`config.mk`:
```
export PLATFORM = sky130hd
export DESIGN_NAME = nrs_cinit_scheduler
export DESIGN_NICKNAME = d
export VERILOG_FILES = /design/src/rtl/nrs_pkg.sv /design/src/rtl/cinit_watchdog.sv /design/src/rtl/nrs_cinit_scheduler.sv
export SDC_FILE = /design/constraint.sdc
export NUM_CORES = 1
export LEC_CHECK = 0
export CAP_MARGIN = 10
export CORE_UTILIZATION = 45
export DETAILED_ROUTE_END_ITERATION = 6
export GPL_ROUTABILITY_DRIVEN = 1
export GPL_TIMING_DRIVEN = 0
export PLACE_DENSITY = 0.89
export SLEW_MARGIN = 40
export SYNTH_ARGS = -nofsm -noshare
export SYNTH_HDL_FRONTEND = slang
export SYNTH_HIERARCHICAL = 1
export SYNTH_SLANG_ARGS = --single-unit
```
`constraint.sdc`:
```
create_clock -name clk -period 2.71 [get_ports clk]
set_clock_uncertainty 0.05 [all_clocks]
set_input_delay 0.271 -clock clk [delete_from_list [all_inputs] [get_ports clk]]
set_output_delay 0.271 -clock clk [all_outputs]
set_load 0.1 [all_outputs]
```
`src/rtl/nrs_pkg.sv`:
```
// Shared types and constants for the NRS c_init scheduler.
// Holds the FSM state encoding and the per-subframe NRS symbol layout.
package nrs_pkg;

  typedef enum logic [2:0] {
    ST_IDLE,
    ST_ISSUE,
    ST_WAIT,
    ST_PUSH,
    ST_DONE
  } state_e;

  localparam int WIDTH_CINIT     = 28;
  localparam int NRS_L0          = 5;
  localparam int NRS_L1          = 6;
  localparam int MAX_SUBFRAME    = 9;
  localparam int SLOTS_PER_SF    = 2;
  localparam int NRS_SYMS_PER_SF = 4;

  // ns of the first or second slot of subframe sf
  function automatic logic [4:0] slot_of(input logic [3:0] sf, input logic second_half);
    return 5'(sf) * 5'(SLOTS_PER_SF) + 5'(second_half);
  endfunction

endpackage

```
`src/rtl/cinit_watchdog.sv`:
```
// Generator-response watchdog: counts enabled cycles since the last clear.
// expire_o is combinational and fires on the TIMEOUT-th enabled cycle.
module cinit_watchdog #(
  parameter int TIMEOUT = 64,
  parameter int CNT_W   = 7
) (
  input  logic clk,
  input  logic rst,
  input  logic clr_i,
  input  logic en_i,
  output logic expire_o
);

  logic [CNT_W-1:0] cnt_q;

  assign expire_o = en_i && (cnt_q == CNT_W'(TIMEOUT - 1));

  always_ff @(posedge clk or posedge rst) begin
    if (rst) begin
      cnt_q <= '0;
    end else if (clr_i) begin
      cnt_q <= '0;
    end else if (en_i && !expire_o) begin
      cnt_q <= cnt_q + CNT_W'(1);
    end
  end

endmodule

```
`src/rtl/nrs_cinit_scheduler.sv`:
```
// Runs the c_init generator four times per subframe (ns=2sf/2sf+1, l=5/6) and
// hands each result downstream over valid/ready; one run and one word in flight.
module nrs_cinit_scheduler
  import nrs_pkg::state_e, nrs_pkg::ST_IDLE, nrs_pkg::ST_ISSUE, nrs_pkg::ST_WAIT,
         nrs_pkg::ST_PUSH, nrs_pkg::ST_DONE, nrs_pkg::MAX_SUBFRAME,
         nrs_pkg::NRS_SYMS_PER_SF, nrs_pkg::slot_of;
#(
  parameter int WIDTH_CINIT = nrs_pkg::WIDTH_CINIT,
  parameter int WIDTH_ID    = 9,
  parameter int TIMEOUT     = 64,
  parameter int CNT_W       = 7,
  parameter int NRS_L0      = nrs_pkg::NRS_L0,
  parameter int NRS_L1      = nrs_pkg::NRS_L1
) (
  input  logic                   clk,
  input  logic                   rst,
  input  logic                   start,
  input  logic [3:0]             subframe,
  input  logic [WIDTH_ID-1:0]    N_cell_ID,
  output logic                   gen_run,
  output logic [WIDTH_ID-1:0]    gen_N_cell_ID,
  output logic [4:0]             gen_slot,
  output logic [2:0]             gen_l,
  input  logic                   gen_valid,
  input  logic [WIDTH_CINIT-1:0] gen_cinit,
  output logic                   out_valid,
  input  logic                   out_ready,
  output logic [WIDTH_CINIT-1:0] out_cinit,
  output logic [4:0]             out_slot,
  output logic [2:0]             out_l,
  output logic                   busy,
  output logic                   done,
  output logic                   err
);

  state_e                 state_q, state_d;
  logic [1:0]             idx_q, idx_d;
  logic [3:0]             sf_q, sf_d;
  logic [WIDTH_ID-1:0]    id_q, id_d;
  logic                   gen_run_q, gen_run_d;
  logic [4:0]             gen_slot_q, gen_slot_d;
  logic [2:0]             gen_l_q, gen_l_d;
  logic                   out_valid_q, out_valid_d;
  logic [WIDTH_CINIT-1:0] out_cinit_q, out_cinit_d;
  logic [4:0]             out_slot_q, out_slot_d;
  logic [2:0]             out_l_q, out_l_d;
  logic                   busy_q, busy_d;
  logic                   done_q, done_d;
  logic                   err_q, err_d;

  logic sf_ok;
  logic last_word;
  logic wd_expire;

  assign sf_ok     = (subframe <= 4'(MAX_SUBFRAME));
  assign last_word = (idx_q == 2'(NRS_SYMS_PER_SF - 1));

  cinit_watchdog #(
    .TIMEOUT (TIMEOUT),
    .CNT_W   (CNT_W)
  ) u_watchdog (
    .clk      (clk),
    .rst      (rst),
    .clr_i    (state_q == ST_ISSUE),
    .en_i     ((state_q == ST_WAIT) && !gen_valid),
    .expire_o (wd_expire)
  );

  always_ff @(posedge clk or posedge rst) begin
    if (rst) begin
      state_q <= ST_IDLE;
    end else begin
      state_q <= state_d;
    end
  end

  always_comb begin
    state_d = state_q;
    case (state_q)
      ST_IDLE:  if (start && sf_ok) state_d = ST_ISSUE;
      ST_ISSUE: state_d = ST_WAIT;
      ST_WAIT: begin
        if (gen_valid)      state_d = ST_PUSH;
        else if (wd_expire) state_d = ST_IDLE;
      end
      ST_PUSH:  if (out_ready) state_d = last_word ? ST_DONE : ST_ISSUE;
      ST_DONE:  state_d = ST_IDLE;
      default:  state_d = ST_IDLE;
    endcase
  end

  // Outputs are computed from the upcoming state so every port comes straight off a flop.
  always_comb begin
    idx_d       = idx_q;
    sf_d        = sf_q;
    id_d        = id_q;
    gen_run_d   = 1'b0;
    gen_slot_d  = gen_slot_q;
    gen_l_d     = gen_l_q;
    out_valid_d = out_valid_q;
    out_cinit_d = out_cinit_q;
    out_slot_d  = out_slot_q;
    out_l_d     = out_l_q;
    err_d       = 1'b0;
    case (state_q)
      ST_IDLE: begin
        if (start) begin
          if (sf_ok) begin
            sf_d  = subframe;
            id_d  = N_cell_ID;
            idx_d = 2'd0;
          end else begin
            err_d = 1'b1;
          end
        end
      end
      ST_WAIT: begin
        if (gen_valid) begin
          out_valid_d = 1'b1;
          out_cinit_d = gen_cinit;
          out_slot_d  = gen_slot_q;
          out_l_d     = gen_l_q;
        end else if (wd_expire) begin
          err_d = 1'b1;
        end
      end
      ST_PUSH: begin
        if (out_ready) begin
          out_valid_d = 1'b0;
          if (!last_word) idx_d = idx_q + 2'd1;
        end
      end
      default: ;
    endcase
    if (state_d == ST_ISSUE) begin
      gen_run_d  = 1'b1;
      gen_slot_d = slot_of(sf_d, idx_d[1]);
      gen_l_d    = idx_d[0] ? 3'(NRS_L1) : 3'(NRS_L0);
    end
    busy_d = (state_d != ST_IDLE) && (state_d != ST_DONE);
    done_d = (state_d == ST_DONE);
  end

  always_ff @(posedge clk or posedge rst) begin
    if (rst) begin
      idx_q       <= '0;
      sf_q        <= '0;
      id_q        <= '0;
      gen_run_q   <= 1'b0;
      gen_slot_q  <= '0;
      gen_l_q     <= '0;
      out_valid_q <= 1'b0;
      out_cinit_q <= '0;
      out_slot_q  <= '0;
      out_l_q     <= '0;
      busy_q      <= 1'b0;
      done_q      <= 1'b0;
      err_q       <= 1'b0;
    end else begin
      idx_q       <= idx_d;
      sf_q        <= sf_d;
      id_q        <= id_d;
      gen_run_q   <= gen_run_d;
      gen_slot_q  <= gen_slot_d;
      gen_l_q     <= gen_l_d;
      out_valid_q <= out_valid_d;
      out_cinit_q <= out_cinit_d;
      out_slot_q  <= out_slot_d;
      out_l_q     <= out_l_d;
      busy_q      <= busy_d;
      done_q      <= done_d;
      err_q       <= err_d;
    end
  end

  assign gen_run       = gen_run_q;
  assign gen_N_cell_ID = id_q;
  assign gen_slot      = gen_slot_q;
  assign gen_l         = gen_l_q;
  assign out_valid     = out_valid_q;
  assign out_cinit     = out_cinit_q;
  assign out_slot      = out_slot_q;
  assign out_l         = out_l_q;
  assign busy          = busy_q;
  assign done          = done_q;
  assign err           = err_q;

endmodule

```
=== Word-level counts from Yosys, hierarchy flattened ===
Index checks and enable logic that the tools add are counted.

* Register bits after elaboration: 74
* Output and inout port bits: 58

* Order comparisons: 1
* $add $sub $neg: 3
* Multiplexer cells: 26
* Reductions and logical operators: 14
* Equality and inequality tests: 10

{| class="wikitable"
|+ Operators with widths
! kind !! count
|-
| 3-bit two-way mux || 5
|-
| 7-bit two-way mux || 2
|-
| 4-bit two-way mux || 3
|-
| 3-bit case mux with 4 select lines || 1
|-
| 2-bit two-way mux || 5
|-
| 7-bit by 1-bit adder with 7-bit output (second input constant) || 1
|-
| 7-bit by 6-bit == test with 1-bit output (second input constant) || 1
|-
| 1-bit two-way mux || 7
|-
| 3-bit by 1-bit == test with 1-bit output (second input constant) || 2
|-
| 3-bit by 2-bit == test with 1-bit output (second input constant) || 2
|-
| 3-bit AND reduction || 2
|-
| 5-bit by 1-bit adder with 5-bit output || 1
|-
| 1-bit logical AND || 5
|-
| 4-bit <= comparator (second input constant) || 1
|-
| 2-bit != test (second input constant) || 2
|-
| 1-bit case mux with 2 select lines || 2
|-
| 2-bit case mux with 2 select lines || 1
|-
| 2-bit nonzero test || 2
|-
| 3-bit == test (second input constant) || 1
|-
| 3-bit zero test || 1
|-
| 3-bit != test (second input constant) || 1
|-
| 3-bit nonzero test || 1
|-
| 2-bit by 1-bit adder with 2-bit output (second input constant) || 1
|-
| 2-bit == test (second input constant) || 1
|-
| other kinds (2) || 3
|}

=== Depth between registers and ports, before layout ===
Gate-level depths: netlist of the first run.

* Depth in word-level cells: 8
* Gate-level depth with buffers: 8

=== Hierarchy ===
The synthesis of the first run kept the hierarchy.

{| class="wikitable"
|+ By module, submodules not included
! module !! times used !! cells an instance !! sequential area each (µm²) !! area each (µm²)
|-
| nrs_cinit_scheduler || 1 || 166 || 1676.6 || 2598.7
|-
| cinit_watchdog || 1 || 35 || 175.2 || 361.6
|}

=== Worst setup path before layout of the first run ===
No wires, ideal clock.

* Path kind: register to register
* From: register state_q[0]
* To: register gen_l_q[1] (netlist: gen_l[1])
* Data arrival time: 2.099 ns
* Path buffers: 1
* Data required time: 2.534 ns
* Path slack: 0.435 ns
* Library setup time: 0.126 ns
* Stages on the path, launching flop included: 9
* Cells stage by stage: dfrtp_1 buf_6 nor4b_1 nand2_1 nor3_1 nand2b_1 a21oi_1 o2bb2ai_2 mux2_2

* Word-level cells in the longest chain between the ends: 7

{| class="wikitable"
|+ RTL lines
! item !! RTL line !! source
|-
| from (decl) || nrs_cinit_scheduler.sv:36 || <nowiki>state_e state_q, state_d;</nowiki>
|-
| from (signal assigned) || nrs_cinit_scheduler.sv:73 || <nowiki>state_q <= state_d;</nowiki>
|-
| 3-bit by 2-bit == test with 1-bit output || nrs_cinit_scheduler.sv:65 || <nowiki>.en_i ((state_q == ST_WAIT) && !gen_valid),</nowiki>
|-
| 1-bit logical AND || nrs_cinit_scheduler.sv:65 ||
|-
| 1-bit logical AND || cinit_watchdog.sv:16 || <nowiki>assign expire_o = en_i && (cnt_q == CNT_W'(TIMEOUT - 1));</nowiki>
|-
| via wd_expire || nrs_cinit_scheduler.sv:53 || <nowiki>logic wd_expire;</nowiki>
|-
| 3-bit two-way mux || nrs_cinit_scheduler.sv:84 || <nowiki>else if (wd_expire) state_d = ST_IDLE;</nowiki>
|-
| 3-bit two-way mux || nrs_cinit_scheduler.sv:83 || <nowiki>if (gen_valid) state_d = ST_PUSH;</nowiki>
|-
| 3-bit case mux with 4 select lines || nrs_cinit_scheduler.sv:79 || <nowiki>case (state_q)</nowiki>
|-
| 3-bit by 1-bit == test with 1-bit output || nrs_cinit_scheduler.sv:135 || <nowiki>if (state_d == ST_ISSUE) begin</nowiki>
|-
| to (signal assigned) || nrs_cinit_scheduler.sv:165 || <nowiki>gen_l_q <= gen_l_d;</nowiki>
|-
| to (decl) || nrs_cinit_scheduler.sv:42 || <nowiki>logic [2:0] gen_l_q, gen_l_d;</nowiki>
|}

The timed path passes the listed nets, and every way through them passes these cells.
A chain may end at the register's enable or synchronous reset.

=== Worst setup path after layout of the first run ===
* From: register state_q[0]
* To: register gen_slot_q[0] (netlist: gen_slot[0])

* Word-level cells in the longest chain between the ends: 7

{| class="wikitable"
|+ RTL lines
! item !! RTL line !! source
|-
| 3-bit by 2-bit == test with 1-bit output || nrs_cinit_scheduler.sv:65 ||
|-
| 1-bit logical AND || nrs_cinit_scheduler.sv:65 ||
|-
| 1-bit logical AND || cinit_watchdog.sv:16 ||
|-
| via wd_expire || nrs_cinit_scheduler.sv:53 ||
|-
| 3-bit two-way mux || nrs_cinit_scheduler.sv:84 ||
|-
| 3-bit two-way mux || nrs_cinit_scheduler.sv:83 ||
|-
| 3-bit case mux with 4 select lines || nrs_cinit_scheduler.sv:79 ||
|-
| 3-bit by 1-bit == test with 1-bit output || nrs_cinit_scheduler.sv:135 ||
|-
| to (signal assigned) || nrs_cinit_scheduler.sv:164 || <nowiki>gen_slot_q <= gen_slot_d;</nowiki>
|-
| to (decl) || nrs_cinit_scheduler.sv:41 || <nowiki>logic [4:0] gen_slot_q, gen_slot_d;</nowiki>
|}

The timed path passes the listed nets, and every way through them passes these cells.

==> metrics.md, run 1 <==
| Metric | Value |
|---|---|
| Buffers on Ports | `103` |
| Global-route wire length before repair | `10450 µm` |
| CP Data Required Time | `2880 ps` |
| GRT Overall Usage | `0.1948` |
| Hold_ws | `202.8 ps` |
| Initial antenna violation count | `0` |
| Worst endpoint data arrival time | `2520 ps` |
| Nets | `363` |
| Postcts setup bufs | `0` |
| CP top delay family | `simple AND/OR/NAND/NOR gates` |
| Worst Hold Class | `in -> async` |
| Synthesized flop and latch total | `74` |
| Post-Place Setup Slack | `-109.3 ps` |
| Final Critical Period | `2341 ps` |
| Placed Instance Area | `3820 µm²` |
| Most frequent cells in the layout | `dfrtp_1 (74), buf_2 (63), mux2_2 (51)` |
| H-tree lvl count | `3` |
| Synth Cell Area | `2960 µm²` |
| Post-Syn Nets | `248` |
| Synth area leaders | `dfrtp_1 (63%), mux2_2 (19%), mux2_4 (1.5%)` |
| Synth Warn # | `6` |
| Core ar. | `6350 µm²` |
| 1st-iter DRT viols | `109` |
| Post-synth top area share | `0.6255` |
| CP max stage cell | `nor4b_2` |
| Final setup violation count | `0` |
| Critical Path Max Stage Delay | `480 ps` |
| Antenna Nets Post-Route | `0` |
| Clock Latency Late Sink | `340 ps` |
| CP cell instances | `buf_6, nor4b_2, nand2_1, nor3_1, nand2b_1, a21oi_1, o2bb2ai_2, mux2_2` |
| Clock Pin Slew Worst Setup and Hold Paths | `80 ps` |
| Area growth from synthesis to final layout | `36.05%` |
| Wire length per cell | `15.38 µm` |
| Drt pass-1 iters | `4` |
| Maximum number of pins on one net before global-route repair | `37` |
| Post-synth cell types | `44` |
| Commonest non-fill, non-tap cell in the layout | `dfrtp_1` |
| Ys flop type | `dfrtp_1` |
| F_max | `427.1 MHz` |
| Row count | `29` |
| RSZ-0062 raised after global routing | `false` |
| Fin worst setup slack | `368.8 ps` |
| CP Launch Type | `flop` |
| Vias/cell | `5.121` |
| Routed WL | `6122 µm` |
| Die Y-Extent | `83.11 µm` |
| Routed vias | `2038` |
| Placer Congestion | `0.7531` |
| Post-synthesis sequential area ratio | `0.6255` |
| Max_slew headroom | `0.6416` |
| CP Buf/Inv Count | `1` |
| Synth Instances | `201` |
| CTS root buffer | `clkbuf_8` |
| Clock Path Buffers | `2` |
| Post-synth EDFFs | `0` |
| WS Path Type | `reg -> reg` |
| Final hold vios | `0` |
| Clk sink count | `74` |
| Initial Utilization | `0.4662` |
| Vias in the first global route | `2101` |
| CTS Buf Count | `9` |
| Status | `complete, no violations` |
| Worst slew pin tran | `537.6 ps` |
| Hold-fix buffer count after cts | `0` |
| Gr ovfl total | `0` |
| Die area | `6907 µm²` |
| Final Cycle Share | `0.8639` |
| CP max FO | `9` |
| TritonCTS clock tree | `built` |
| CP endpoint kind | `flop` |
| DIE WIDTH | `83.11 µm` |
| Fin Setup TNS | `0 ps` |
| Design area | `4028 µm²` |
| Post_cts resized | `0` |
| Max Transition Viols Final | `0` |
| Avg Synthesized Cell Area | `14.73 µm²` |
| Synth async-reset ratio | `1.000` |
| Share of layout cells above drive strength 1 | `0.4486` |
| Antenna Cells | `0` |
| Max_cap viols | `0` |
| DPL Wire Length | `4426 µm` |
| Area leader, netlist | `dfrtp_1` |
| I/O pin cnt | `104` |
| Residual DRC | `0` |
sequential cells by signal (all words and copies together) (netlist names):
register,flops
gen_run,1
out_l,3
gen_slot,5
idx_q,2
gen_N_cell_ID,9
busy,1
sf_q,4
gen_l,3
out_cinit,28
state_q,3
out_valid,1
u_watchdog/cnt_q,7
err,1
done,1
out_slot,5
kinds of logic after synthesis:
kind of cell             share of synthesized area
buffers and inverters                      0.02747
adder cells (fa/ha/maj)                   0.004226
AO/OA/AOI/OAI                              0.05072
AND/OR/NAND/NOR                            0.07312
multiplexers                                0.2160
XOR/XNOR                                  0.002959
flip-flops                                  0.6255
Yosys cell counts (all sizes together) (2+ instances only):
cell type,count
mux2i,2
nand2b,5
nand2,2
a31oi,2
inv,8
a21oi,5
nor2,5
buf,7
mux2,54
nand3,3
o21ai,4
nor3b,2
dfrtp,74
nor3,3
per-layer routing:
| layer | GRT usage | routed length [µm] | vias up |
|---|---|---|---|
| met5 | 0 | 0 | - |
| met4 | 0.07210 | 113 | 0 |
| met3 | 0.06163 | 356 | 11 |
| met2 | 0.3048 | 3078 | 70 |
| met1 | 0.2555 | 2574 | 1010 |
| li1 | - | - | 947 |
worst paths after layout:
check / startpoint / to / slack (ps) / cells past startpoint
min in group clk: out_valid / out_valid / 430 / 1
setup reg to reg: state_q[0] / gen_slot[0] / 370 / 8
max in group asynchronous: rst / out_cinit[8] / 1810 / 3
hold reg to reg: out_valid / out_valid / 430 / 1
setup / recovery: state_q[0] / gen_slot[0] / 370 / 8
hold / removal: rst / u_watchdog/cnt_q[6] / 200 / 2
cell type report:
type	count	area, µm²
inverter	8	32.53
tap	77	96.34
clock inverter	4	51.30
clock buffer	12	145.1
buffer	8	51.30
fill	487	2322
multi-input combinational	111	1039
timing repair buffer	104	760.7
sequential	74	1852
worst reg2reg max path: stages (launching register included):
cell and delay, ps:
dfrtp_1 380, buf_6 130, nor4b_2 480, nand2_1 100, nor3_1 210, nand2b_1 80, a21oi_1 260, o2bb2ai_2 220
mux2_2 320
through the flow:
step,cells,utilization
after floorplan,201,-
after global placement,381,0.6437
after detailed placement,382,0.6016
after CTS,398,0.6325
after global routing,398,0.6343
final,398,0.6343
Power of run 1 is not shown: default switching activity piles up to over one toggle a cycle in this logic, so the estimate is an artifact.
==> run 2, diff against run 1 <==
CORE_UTILIZATION = 39   (was 45)
PLACE_DENSITY = 0.8   (was 0.89)
==> run 2 against run 1 <==
Via count fell by 0.83%; highest routed layer unchanged; cell count rose by 5.5%; sequential share of layout area fell by 0.59 points; critical path type unchanged.
==> metrics.md, run 2 (same netlist as run 1, synthesis figures left out) <==
| Metric | Value |
|---|---|
| Residual DRC | `0 (unchanged)` |
| Worst Hold Class | `in -> async (unchanged)` |
| Initial antenna violation count | `0 (unchanged)` |
| Most frequent cells in the layout | `dfrtp_1 (74), buf_2 (63), mux2_2 (51) (unchanged)` |
| Vias/cell | `4.812 (was 5.121)` |
| Die Y-Extent | `89.13 µm (was 83.11 µm)` |
| Max Transition Viols Final | `0 (unchanged)` |
| H-tree lvl count | `3 (unchanged)` |
| Non-filler instance count after layout | `420 (was 398)` |
| Worst slew pin tran | `826.1 ps (was 537.6 ps)` |
| Postcts setup bufs | `0 (unchanged)` |
| DPL Wire Length | `4247 µm (was 4426 µm)` |
| Worst endpoint data arrival time | `2610 ps (was 2520 ps)` |
| Commonest non-fill, non-tap cell in the layout | `dfrtp_1 (unchanged)` |
| Gr ovfl total | `0 (unchanged)` |
| TritonCTS clock tree | `built (unchanged)` |
| Row count | `31 (was 29)` |
| Placer Congestion | `0.7252 (was 0.7531)` |
| CP Data Required Time | `2880 ps (about the same)` |
| Post_cts resized | `0 (unchanged)` |
| # fillers | `649 (was 487)` |
| Area growth from synthesis to final layout | `37.83% (was 36.05%)` |
| Final setup violation count | `0 (unchanged)` |
| CTS root buffer | `clkbuf_8 (unchanged)` |
| Clock Pin Slew Worst Setup and Hold Paths | `70 ps (was 80 ps)` |
| Largest register FFs | `28 (unchanged)` |
| I/O pin cnt | `104 (unchanged)` |
| Global-route wire length before repair | `9466 µm (was 10450 µm)` |
| Hold-fix buffer count after cts | `0 (unchanged)` |
| Max_slew headroom | `0.4481 (was 0.6416)` |
| DIE WIDTH | `89.13 µm (was 83.11 µm)` |
| Drt pass-1 iters | `4 (unchanged)` |
| Fin worst setup slack | `272.1 ps (was 368.8 ps)` |
| Final hold vios | `0 (unchanged)` |
| Antenna Nets Post-Route | `0 (unchanged)` |
| Hold_ws | `197.7 ps (was 202.8 ps)` |
| Final Critical Period | `2438 ps (was 2341 ps)` |
| Core ar. | `7292 µm² (was 6350 µm²)` |
| Routed vias | `2021 (was 2038)` |
| CTS Buf Count | `9 (unchanged)` |
| FF-to-FF path depth | `8 (unchanged)` |
| Clock Path Buffers | `2 (unchanged)` |
| Fin Setup TNS | `0 ps (unchanged)` |
| Share of layout cells above drive strength 1 | `0.4486 (unchanged)` |
| Routed WL | `5876 µm (was 6122 µm)` |
| R2R Setup Slk | `270 ps (was 370 ps)` |
| CP Launch Type | `flop (unchanged)` |
| GRT Overall Usage | `0.1599 (was 0.1948)` |
| RSZ-0062 raised after global routing | `false (unchanged)` |
| 1st-iter DRT viols | `45 (was 109)` |
| Clk sink count | `74 (unchanged)` |
| Nets | `363 (unchanged)` |
| Status | `complete, no violations (unchanged)` |
| F_max | `410.2 MHz (was 427.1 MHz)` |
| Final Cycle Share | `0.8996 (was 0.8639)` |
| Vias in the first global route | `2015 (was 2101)` |
| CP endpoint kind | `flop (unchanged)` |
| Post-Place Setup Slack | `-138.1 ps (was -109.3 ps)` |
| Placed Cells | `404 (was 382)` |
| Worst setup path start | `state_q[0] (unchanged)` |
| FF-to-FF End | `gen_slot[0] (unchanged)` |
| Clock Latency Late Sink | `340 ps (about the same)` |
| WS Path Type | `reg -> reg (unchanged)` |
| Initial Utilization | `0.4060 (was 0.4662)` |
| Reg2reg start | `state_q[0] (unchanged)` |
| Max_cap viols | `0 (unchanged)` |
| Buffers on Ports | `103 (unchanged)` |
| Maximum number of pins on one net before global-route repair | `45 (was 37)` |
| CP max FO | `9 (unchanged)` |
| Antenna Cells | `0 (unchanged)` |
| Wire length per cell | `13.99 µm (was 15.38 µm)` |
| Die area | `7943 µm² (was 6907 µm²)` |
## run 2: cell types whose count changed in the layout (fill, tap and decap cells not counted)
cell / change
buf_12: -1
clkbuf_1: -1
buf_16: +1
nor3b_1: +1
clkinv_2: -1
clkbuf_8: -1
nor3b_2: -1
bufinv_16: +1
clkinvlp_4: +2
## run 2: critical path, stage by stage, from the launching register on
cell and delay [ps]:
dfrtp_1 380, buf_6 130, nor4b_2 470, nand2_1 100
nor3_1 230, nand2b_1 90, a21oi_1 300, o2bb2ai_2 240
mux2_2 320
## run 2: how the worst max path moves through the flow
stage	to	slack, ps	cells after the start
after detailed placement	gen_l[1]	-140	8
after global routing	gen_l[1]	130	8
after floorplan	gen_l[1]	430	8
after CTS	gen_l[1]	70	8
after global placement	out_cinit[8]	-490	2
final	gen_slot[0]	270	8
## run 2: per-stage QoR
step / area [µm²] / util
3_3_place_gp: 4115 / 0.5643
6_report: 4080 / 0.5595
4_1_cts: 4074 / 0.5587
3_5_place_dp: 3855 / 0.5287
5_1_grt: 4080 / 0.5595
2_1_floorplan: 2960 / -
## run 2: metal layers
| layer | global-route usage | wire length, µm |
|---|---|---|
| met3 | 0.07295 | 462 |
| met5 | 0 | 0 |
| met1 | 0.1941 | 2446 |
| met2 | 0.2561 | 2927 |
| met4 | 0.04906 | 39 |
## run 2: layout make-up
type,count,area (µm²),share of cell area
Sequential cell,74,1852,0.4538
Multi-Input combinational cell,111,1033,0.2533
Timing Repair Buffer,104,768.2,0.1883
Clock buffer,10,127.6,0.03128
Tap cell,99,123.9,0.03036
Clock inverter,6,91.34,0.02239
Buffer,8,51.30,0.01257
Inverter,8,32.53,0.007973
Power of run 2 is left out for the same reason.
